==> src/rtl/ysyx_22040386_lsu_pkg.sv <==
`default_nettype none
// ============================================================================
//  Module      : ysyx_22040386_lsu_pkg
//  Description : Shared definitions for the multi-cycle load/store unit:
//                access-size encodings, controller state encoding and the
//                position of the zero-extend flag inside mask_type.
//  Revision    : 1.0  initial release
// ============================================================================
package ysyx_22040386_lsu_pkg;

    // Access size, mask_type[1:0]
    localparam logic [1:0] SZ_B = 2'd0;
    localparam logic [1:0] SZ_H = 2'd1;
    localparam logic [1:0] SZ_W = 2'd2;
    localparam logic [1:0] SZ_D = 2'd3;

    // mask_type[ZEXT] = 1 selects zero extension of load data
    localparam int ZEXT = 2;

    typedef enum logic [1:0] {
        LSU_IDLE = 2'd0,
        LSU_REQ  = 2'd1,
        LSU_WAIT = 2'd2,
        LSU_RESP = 2'd3
    } lsu_state_e;

endpackage : ysyx_22040386_lsu_pkg
`default_nettype wire

==> src/rtl/ysyx_22040386_lsu_align.sv <==
`default_nettype none
// ============================================================================
//  Module      : ysyx_22040386_lsu_align
//  Description : Purely combinational lane alignment for an 8-lane data bus.
//                Flags misaligned accesses, builds the store byte mask and
//                lane-shifted store data, and extracts/extends load data.
//  Ports       : size_i     access size (SZ_B/H/W/D)
//                zext_i     1 = zero-extend load data
//                off_i      byte offset within the 8-byte word
//                wdata_i    right-justified store data
//                rdata_i    raw 8-byte-aligned read word
//                misalign_o access crosses its natural alignment
//                wmask_o    byte-enable mask
//                wdata_o    store data shifted into its lanes
//                rdata_o    extended load data
//  Revision    : 1.0  initial release
// ============================================================================
module ysyx_22040386_lsu_align
    import ysyx_22040386_lsu_pkg::*;
#(
    parameter int DATA_W = 64
) (
    input  logic [1:0]        size_i,
    input  logic              zext_i,
    input  logic [2:0]        off_i,
    input  logic [DATA_W-1:0] wdata_i,
    input  logic [DATA_W-1:0] rdata_i,
    output logic              misalign_o,
    output logic [7:0]        wmask_o,
    output logic [DATA_W-1:0] wdata_o,
    output logic [DATA_W-1:0] rdata_o
);

    logic [5:0]        w_shamt;
    logic [DATA_W-1:0] w_rshift;

    // Byte offset converted to a bit shift amount
    assign w_shamt  = {off_i, 3'b000};
    assign wdata_o  = wdata_i << w_shamt;
    // Bring the addressed lane down to bit 0 before extension
    assign w_rshift = rdata_i >> w_shamt;

    always_comb begin
        misalign_o = 1'b0;
        wmask_o    = 8'h00;
        rdata_o    = '0;
        unique case (size_i)
            SZ_B: begin
                wmask_o = 8'h01 << off_i;
                rdata_o = {{(DATA_W-8){w_rshift[7] & ~zext_i}}, w_rshift[7:0]};
            end
            SZ_H: begin
                misalign_o = off_i[0];
                wmask_o    = 8'h03 << off_i;
                rdata_o    = {{(DATA_W-16){w_rshift[15] & ~zext_i}}, w_rshift[15:0]};
            end
            SZ_W: begin
                misalign_o = |off_i[1:0];
                wmask_o    = 8'h0F << off_i;
                rdata_o    = {{(DATA_W-32){w_rshift[31] & ~zext_i}}, w_rshift[31:0]};
            end
            SZ_D: begin
                misalign_o = |off_i;
                wmask_o    = 8'hFF;
                rdata_o    = rdata_i;
            end
        endcase
    end

endmodule : ysyx_22040386_lsu_align
`default_nettype wire

==> src/rtl/ysyx_22040386_lsu_fsm.sv <==
`default_nettype none
// ============================================================================
//  Module      : ysyx_22040386_lsu_fsm
//  Description : Multi-cycle load/store controller between EXU and the data
//                memory port. One access outstanding at a time; valid/ready
//                on the EXU side, memory request and response side, and the
//                WBU result side.
//  Ports       : clk, rst_n                      clock, async active-low reset
//                in_valid/in_ready, in_mem_read, in_mem_write, in_mask_type,
//                in_addr, in_wdata, in_rd        access from EXU
//                mem_req_valid/ready, mem_req_we, mem_req_addr,
//                mem_req_wdata, mem_req_wmask    memory request
//                mem_rsp_valid, mem_rsp_rdata    memory response
//                out_valid/out_ready, out_rdata, out_rd, out_is_load,
//                out_misalign                    result to WBU
//  Revision    : 1.0  initial release
// ============================================================================
module ysyx_22040386_lsu_fsm
    import ysyx_22040386_lsu_pkg::*;
#(
    parameter int ADDR_W = 64,
    parameter int DATA_W = 64
) (
    input  logic              clk,
    input  logic              rst_n,
    // EXU side
    input  logic              in_valid,
    output logic              in_ready,
    input  logic              in_mem_read,
    input  logic              in_mem_write,
    input  logic [2:0]        in_mask_type,
    input  logic [ADDR_W-1:0] in_addr,
    input  logic [DATA_W-1:0] in_wdata,
    input  logic [4:0]        in_rd,
    // Memory request
    output logic              mem_req_valid,
    input  logic              mem_req_ready,
    output logic              mem_req_we,
    output logic [ADDR_W-1:0] mem_req_addr,
    output logic [DATA_W-1:0] mem_req_wdata,
    output logic [7:0]        mem_req_wmask,
    // Memory response
    input  logic              mem_rsp_valid,
    input  logic [DATA_W-1:0] mem_rsp_rdata,
    // WBU side
    output logic              out_valid,
    input  logic              out_ready,
    output logic [DATA_W-1:0] out_rdata,
    output logic [4:0]        out_rd,
    output logic              out_is_load,
    output logic              out_misalign
);

    lsu_state_e state_q, state_d;

    logic [ADDR_W-4:0] addr_hi_q;
    logic [2:0]        off_q;
    logic [1:0]        size_q;
    logic              zext_q;
    logic              we_q;
    logic              is_load_q;
    logic              misalign_q;
    logic [4:0]        rd_q;
    logic [DATA_W-1:0] wdata_q;
    logic [7:0]        wmask_q;
    logic [DATA_W-1:0] rdata_q;

    logic              w_idle;
    logic              w_accept;
    logic              w_access;
    logic              w_fault;
    logic [1:0]        w_al_size;
    logic              w_al_zext;
    logic [2:0]        w_al_off;
    logic              w_al_misalign;
    logic [7:0]        w_al_wmask;
    logic [DATA_W-1:0] w_al_wdata;
    logic [DATA_W-1:0] w_al_rdata;

    assign w_idle   = (state_q == LSU_IDLE);
    assign w_accept = in_valid && w_idle;
    assign w_access = in_mem_read || in_mem_write;
    // A no-op carries no size, so it can never fault
    assign w_fault  = w_access && w_al_misalign;

    // The aligner serves the incoming access while idle (misalign, mask,
    // store data) and the captured access afterwards (load extraction).
    assign w_al_size = w_idle ? in_mask_type[1:0]  : size_q;
    assign w_al_zext = w_idle ? in_mask_type[ZEXT] : zext_q;
    assign w_al_off  = w_idle ? in_addr[2:0]       : off_q;

    ysyx_22040386_lsu_align #(
        .DATA_W (DATA_W)
    ) u_align (
        .size_i     (w_al_size),
        .zext_i     (w_al_zext),
        .off_i      (w_al_off),
        .wdata_i    (in_wdata),
        .rdata_i    (mem_rsp_rdata),
        .misalign_o (w_al_misalign),
        .wmask_o    (w_al_wmask),
        .wdata_o    (w_al_wdata),
        .rdata_o    (w_al_rdata)
    );

    // ------------------------------------------------------------------
    // State machine
    // ------------------------------------------------------------------
    always_ff @(posedge clk or negedge rst_n) begin
        if (!rst_n) begin
            state_q <= LSU_IDLE;
        end else begin
            state_q <= state_d;
        end
    end

    always_comb begin
        state_d = state_q;
        unique case (state_q)
            LSU_IDLE: begin
                if (w_accept) begin
                    // Faults and no-ops skip memory but still produce a
                    // result so the WBU sees them in program order.
                    if (w_fault || !w_access) begin
                        state_d = LSU_RESP;
                    end else begin
                        state_d = LSU_REQ;
                    end
                end
            end
            LSU_REQ: begin
                if (mem_req_ready) begin
                    state_d = LSU_WAIT;
                end
            end
            LSU_WAIT: begin
                if (mem_rsp_valid) begin
                    state_d = LSU_RESP;
                end
            end
            LSU_RESP: begin
                if (out_ready) begin
                    state_d = LSU_IDLE;
                end
            end
        endcase
    end

    // ------------------------------------------------------------------
    // Access capture and load-data latch
    // ------------------------------------------------------------------
    always_ff @(posedge clk or negedge rst_n) begin
        if (!rst_n) begin
            addr_hi_q  <= '0;
            off_q      <= '0;
            size_q     <= '0;
            zext_q     <= 1'b0;
            we_q       <= 1'b0;
            is_load_q  <= 1'b0;
            misalign_q <= 1'b0;
            rd_q       <= '0;
            wdata_q    <= '0;
            wmask_q    <= '0;
            rdata_q    <= '0;
        end else if (w_accept) begin
            addr_hi_q  <= in_addr[ADDR_W-1:3];
            off_q      <= in_addr[2:0];
            size_q     <= in_mask_type[1:0];
            zext_q     <= in_mask_type[ZEXT];
            // Read+write together is treated as a store
            we_q       <= in_mem_write;
            is_load_q  <= in_mem_read && !in_mem_write;
            misalign_q <= w_fault;
            rd_q       <= in_rd;
            wdata_q    <= w_al_wdata;
            wmask_q    <= w_al_wmask;
            // Cleared here so stores, no-ops and faults report zero
            rdata_q    <= '0;
        end else if ((state_q == LSU_WAIT) && mem_rsp_valid && !we_q) begin
            rdata_q    <= w_al_rdata;
        end
    end

    // ------------------------------------------------------------------
    // Outputs
    // ------------------------------------------------------------------
    assign in_ready      = w_idle;
    assign mem_req_valid = (state_q == LSU_REQ);
    assign mem_req_we    = we_q;
    assign mem_req_addr  = {addr_hi_q, 3'b000};
    assign mem_req_wdata = wdata_q;
    assign mem_req_wmask = wmask_q;

    assign out_valid     = (state_q == LSU_RESP);
    assign out_rdata     = rdata_q;
    assign out_rd        = rd_q;
    assign out_is_load   = is_load_q;
    assign out_misalign  = misalign_q;

endmodule : ysyx_22040386_lsu_fsm
`default_nettype wire

==> config.mk <==
export PLATFORM = sky130hd
export DESIGN_NAME = ysyx_22040386_lsu_fsm
export DESIGN_NICKNAME = d
export VERILOG_FILES = /design/src/rtl/ysyx_22040386_lsu_pkg.sv /design/src/rtl/ysyx_22040386_lsu_align.sv /design/src/rtl/ysyx_22040386_lsu_fsm.sv
export SDC_FILE = /design/constraint.sdc
export NUM_CORES = 1
export LEC_CHECK = 0
export ABC_CLOCK_PERIOD_IN_PS = 2950
export CAP_MARGIN = 20
export CORE_MARGIN = 8
export CORE_UTILIZATION = 41
export CTS_CLUSTER_SIZE = 16
export DETAILED_ROUTE_END_ITERATION = 16
export PLACE_DENSITY = 0.74
export SYNTH_ARGS = -nofsm -noshare
export SYNTH_HDL_FRONTEND = slang
export SYNTH_SLANG_ARGS = --single-unit
==> constraint.sdc <==
create_clock -name clk -period 2.95 [get_ports clk]
set_input_delay 0.4425 -clock clk [delete_from_list [all_inputs] [get_ports clk]]
set_output_delay 0.4425 -clock clk [all_outputs]
set_load 0.1 [all_outputs]
==> out/results.ini <==
[cts]
cts_root_buf=clkbuf_16
cts-buffers-inserted=26
clock_path_buffers=3
htree_levels=1
cts_tree=yes
clock_latency_ns=0.53
numClockSinks=213
clk_transition_reported_paths_ns=0.06

[logic_synthesis]
async_flop_share_pct=100
synth_edf_count=0
syn_inst=1290
synth.distinct_cells=50
yosysWarnings=0
synth.cell_area_sq_um=11600
synth.avg_cell_area_sq_um=8.97
synth_ff_type=dfrtp_1
ys_seq_elements=213
ys_seq_area_share_pct=46.1

[global_routing]
grt_pass1_vias=12132
grt_start_max_net_pins=162
grtUsageTotal_pct=27.5
antenna_found_initial=3
grt_first_pass_wirelength_um=72800
grt.overflow.total=0

[run_status]
status=completed

[sta]
slew_viol_final=0
max_slew_margin_pct=45.8
finalHoldViolCount=0
grt_setup_unrepaired=false
post-route-period-util_pct=93.4
finClkSkew_ns=0.00985
min_period_ns=2.76
worstMarginPinSlew_ns=0.813
clock.fmax_ghz=0.363
setup_viol=0

[worst_setup_path]
required_ns=3.39
r2r_cells=11
worstPathArrival_ns=3.19
path_cells=inv_2 > ha_4 > mux2_2 > inv_1 > ha_1 > nand4_1 > a222oi_1 > buf_4 > buf_4 > a21boi_4 > a22oi_1
endpoint=out_rdata[51]$_DFFE_PN0P_
crit_top_cell=buf_4
crit_path_end_kind=flop
rrSetupSlack_ns=0.19
cp_max_fo=16
start_kind=flop
critPathMaxStageDelay_ns=0.40
crit_slowest_cell=dfrtp_1
path_class=flop to flop
critPathLaunch=state_q[0]$_DFFE_PN0P_
timing.rr.start=state_q[0]$_DFFE_PN0P_
regToRegEndpoint=out_rdata[51]$_DFFE_PN0P_

[placed_design]
place_congestion=0.931
port_buffers=415
placed_area_sq_um=15800
dp_hpwl_um=35800

[die]
die_w_um=184
coreArea_sq_um=27800
fp.dieH_um=184
start_util_pct=41.6
num_io_pins=419
dieArea_sq_um=33800
num_rows=61

[cells_and_area]
nNetsFinal=1910
drive_gt1_share_pct=22.1
fin_area_sq_um=16900
syn2layout_area_growth_pct=46.5
final_common_cell=nand2_1
fillers=2425
final_cell_mix=nand2_1, buf_4, dfrtp_1

[drt]
via_per_inst=5.70
antenna_left=0
drt-initial-drc-count=1352
wl_per_cell_um=23.2
vias=11940
wirelength_um=48600
first_pass_iters=8
drc=0

[min_path]
hold_class=input pin to flop
min_from=in_addr[63]

[flow_run]
drv_cap=0

-- sequential cells by signal (all words and copies together), names as in the netlist, 2 cells and up --
register       count
out_rd             5
addr_hi_q         61
mem_req_wmask      8
off_q              3
mem_req_wdata     64
out_rdata         64
size_q             2
state_q            2
-- per-layer routing --
metal  vias up  track usage, %  wire length (um)
met1      5756            32.9             18400
met5         -               0                13
met3       121            8.00              5120
met4         2            11.4              2030
met2       685            45.7             23000
li1       5376               -                 -
-- layout make-up --
| class | count | area [sq um] | share of cell area, % |
|---|---|---|---|
| clock buffer | 35 | 756 | 4.46 |
| antenna | 3 | 7.51 | 0.0443 |
| inverter | 8 | 30.0 | 0.177 |
| clock inverter | 13 | 221 | 1.31 |
| tap | 378 | 473 | 2.79 |
| sequential | 213 | 5330 | 31.5 |
| multi-input combinational | 961 | 5820 | 34.4 |
| timing repair buffer | 484 | 4300 | 25.4 |
-- cell families (layout without fill, tap and decap cells) --
| logic type | Yosys count | in the layout | synth area share (%) |
|---|---|---|---|
| and+or+nand+nor | 468 | 468 | 15.8 |
| adders and majority gates | 8 | 8 | 0.865 |
| DFF | 213 | 213 | 46.1 |
| other | 1 | 6 | 0.0324 |
| buffers and inverters | 119 | 540 | 4.64 |
| AOI/OAI and AO/OA | 359 | 360 | 21.0 |
| muxes | 122 | 122 | 11.6 |
-- cells in the mapped netlist (2+ instances only) --
| library cell | count | area (sq um) |
|---|---|---|
| nand3_1 | 18 | 90.1 |
| o22ai_1 | 7 | 43.8 |
| a221o_1 | 7 | 70.1 |
| and2_1 | 2 | 12.5 |
| a211oi_1 | 2 | 15.0 |
| buf_4 | 13 | 97.6 |
| a21oi_1 | 85 | 425 |
| a31oi_1 | 3 | 18.8 |
| buf_6 | 3 | 33.8 |
| a32oi_1 | 3 | 26.3 |
| and3_1 | 2 | 12.5 |
| nor2_1 | 35 | 131 |
| buf_1 | 4 | 15.0 |
| a22oi_1 | 56 | 420 |
| nand2_1 | 395 | 1480 |
| ha_1 | 8 | 100 |
| dfrtp_1 | 213 | 5330 |
| mux4_2 | 7 | 158 |
| mux2i_1 | 95 | 951 |
| nand4_1 | 8 | 50.1 |
| a22o_1 | 45 | 394 |
| mux2_2 | 18 | 203 |
| buf_2 | 15 | 75.1 |
| clkbuf_1 | 76 | 285 |
| a22oi_2 | 10 | 125 |
| inv_1 | 8 | 30.0 |
| a221oi_1 | 28 | 245 |
| o21ai_0 | 102 | 510 |
-- worst max-delay path, delay by kind of cell, from the launching register on --
kind	cells	cell delay [ns]
AOI/OAI and AO/OA	3	0.68
adders and majority gates	2	0.53
buffers and inverters	4	0.51
DFF	1	0.40
muxes	1	0.38
and+or+nand+nor	1	0.14
-- how the worst min path moves through the flow --
stage                     cells past startpoint                   endpoint  slack, ns
after floorplan                               0   addr_hi_q[0]$_DFFE_PN0P_       0.15
after global placement                        1  addr_hi_q[57]$_DFFE_PN0P_       0.45
after detailed placement                      1  addr_hi_q[51]$_DFFE_PN0P_       0.45
after CTS                                     3  addr_hi_q[60]$_DFFE_PN0P_       0.42
after global routing                          3  addr_hi_q[42]$_DFFE_PN0P_       0.42
final                                         3  addr_hi_q[60]$_DFFE_PN0P_       0.43
-- stage by stage --
step | util (%) | setup WS (ns) | hold WS (ns) | TNS [ns] | cells
final | 61.0 | 0.194 | 0.432 | 0 | 2095
after global routing | 61.0 | 0.0633 | 0.425 | 0 | 2094
after CTS | 60.7 | 0.0167 | 0.417 | 0 | 2085
after detailed placement | 57.0 | -0.0742 | 0.449 | -0.929 | 2033
after global placement | 57.0 | -0.0114 | 0.446 | -0.134 | 2032
after floorplan | - | 0.0218 | 0.147 | 0 | 1292
-- repair_timing --
action	4_1_cts	5_1_grt
endpoints found under the hold margin	63	0
endpoints found under the setup margin	19	23
hold buffers	1	0
cloned	1	0
pin swaps	2	1
resized for setup	1	3
buffers inserted	2	7
Power is left out: the tool's default activity adds up to more than one toggle a clock period on the data nets, which glitch-free logic cannot reach.
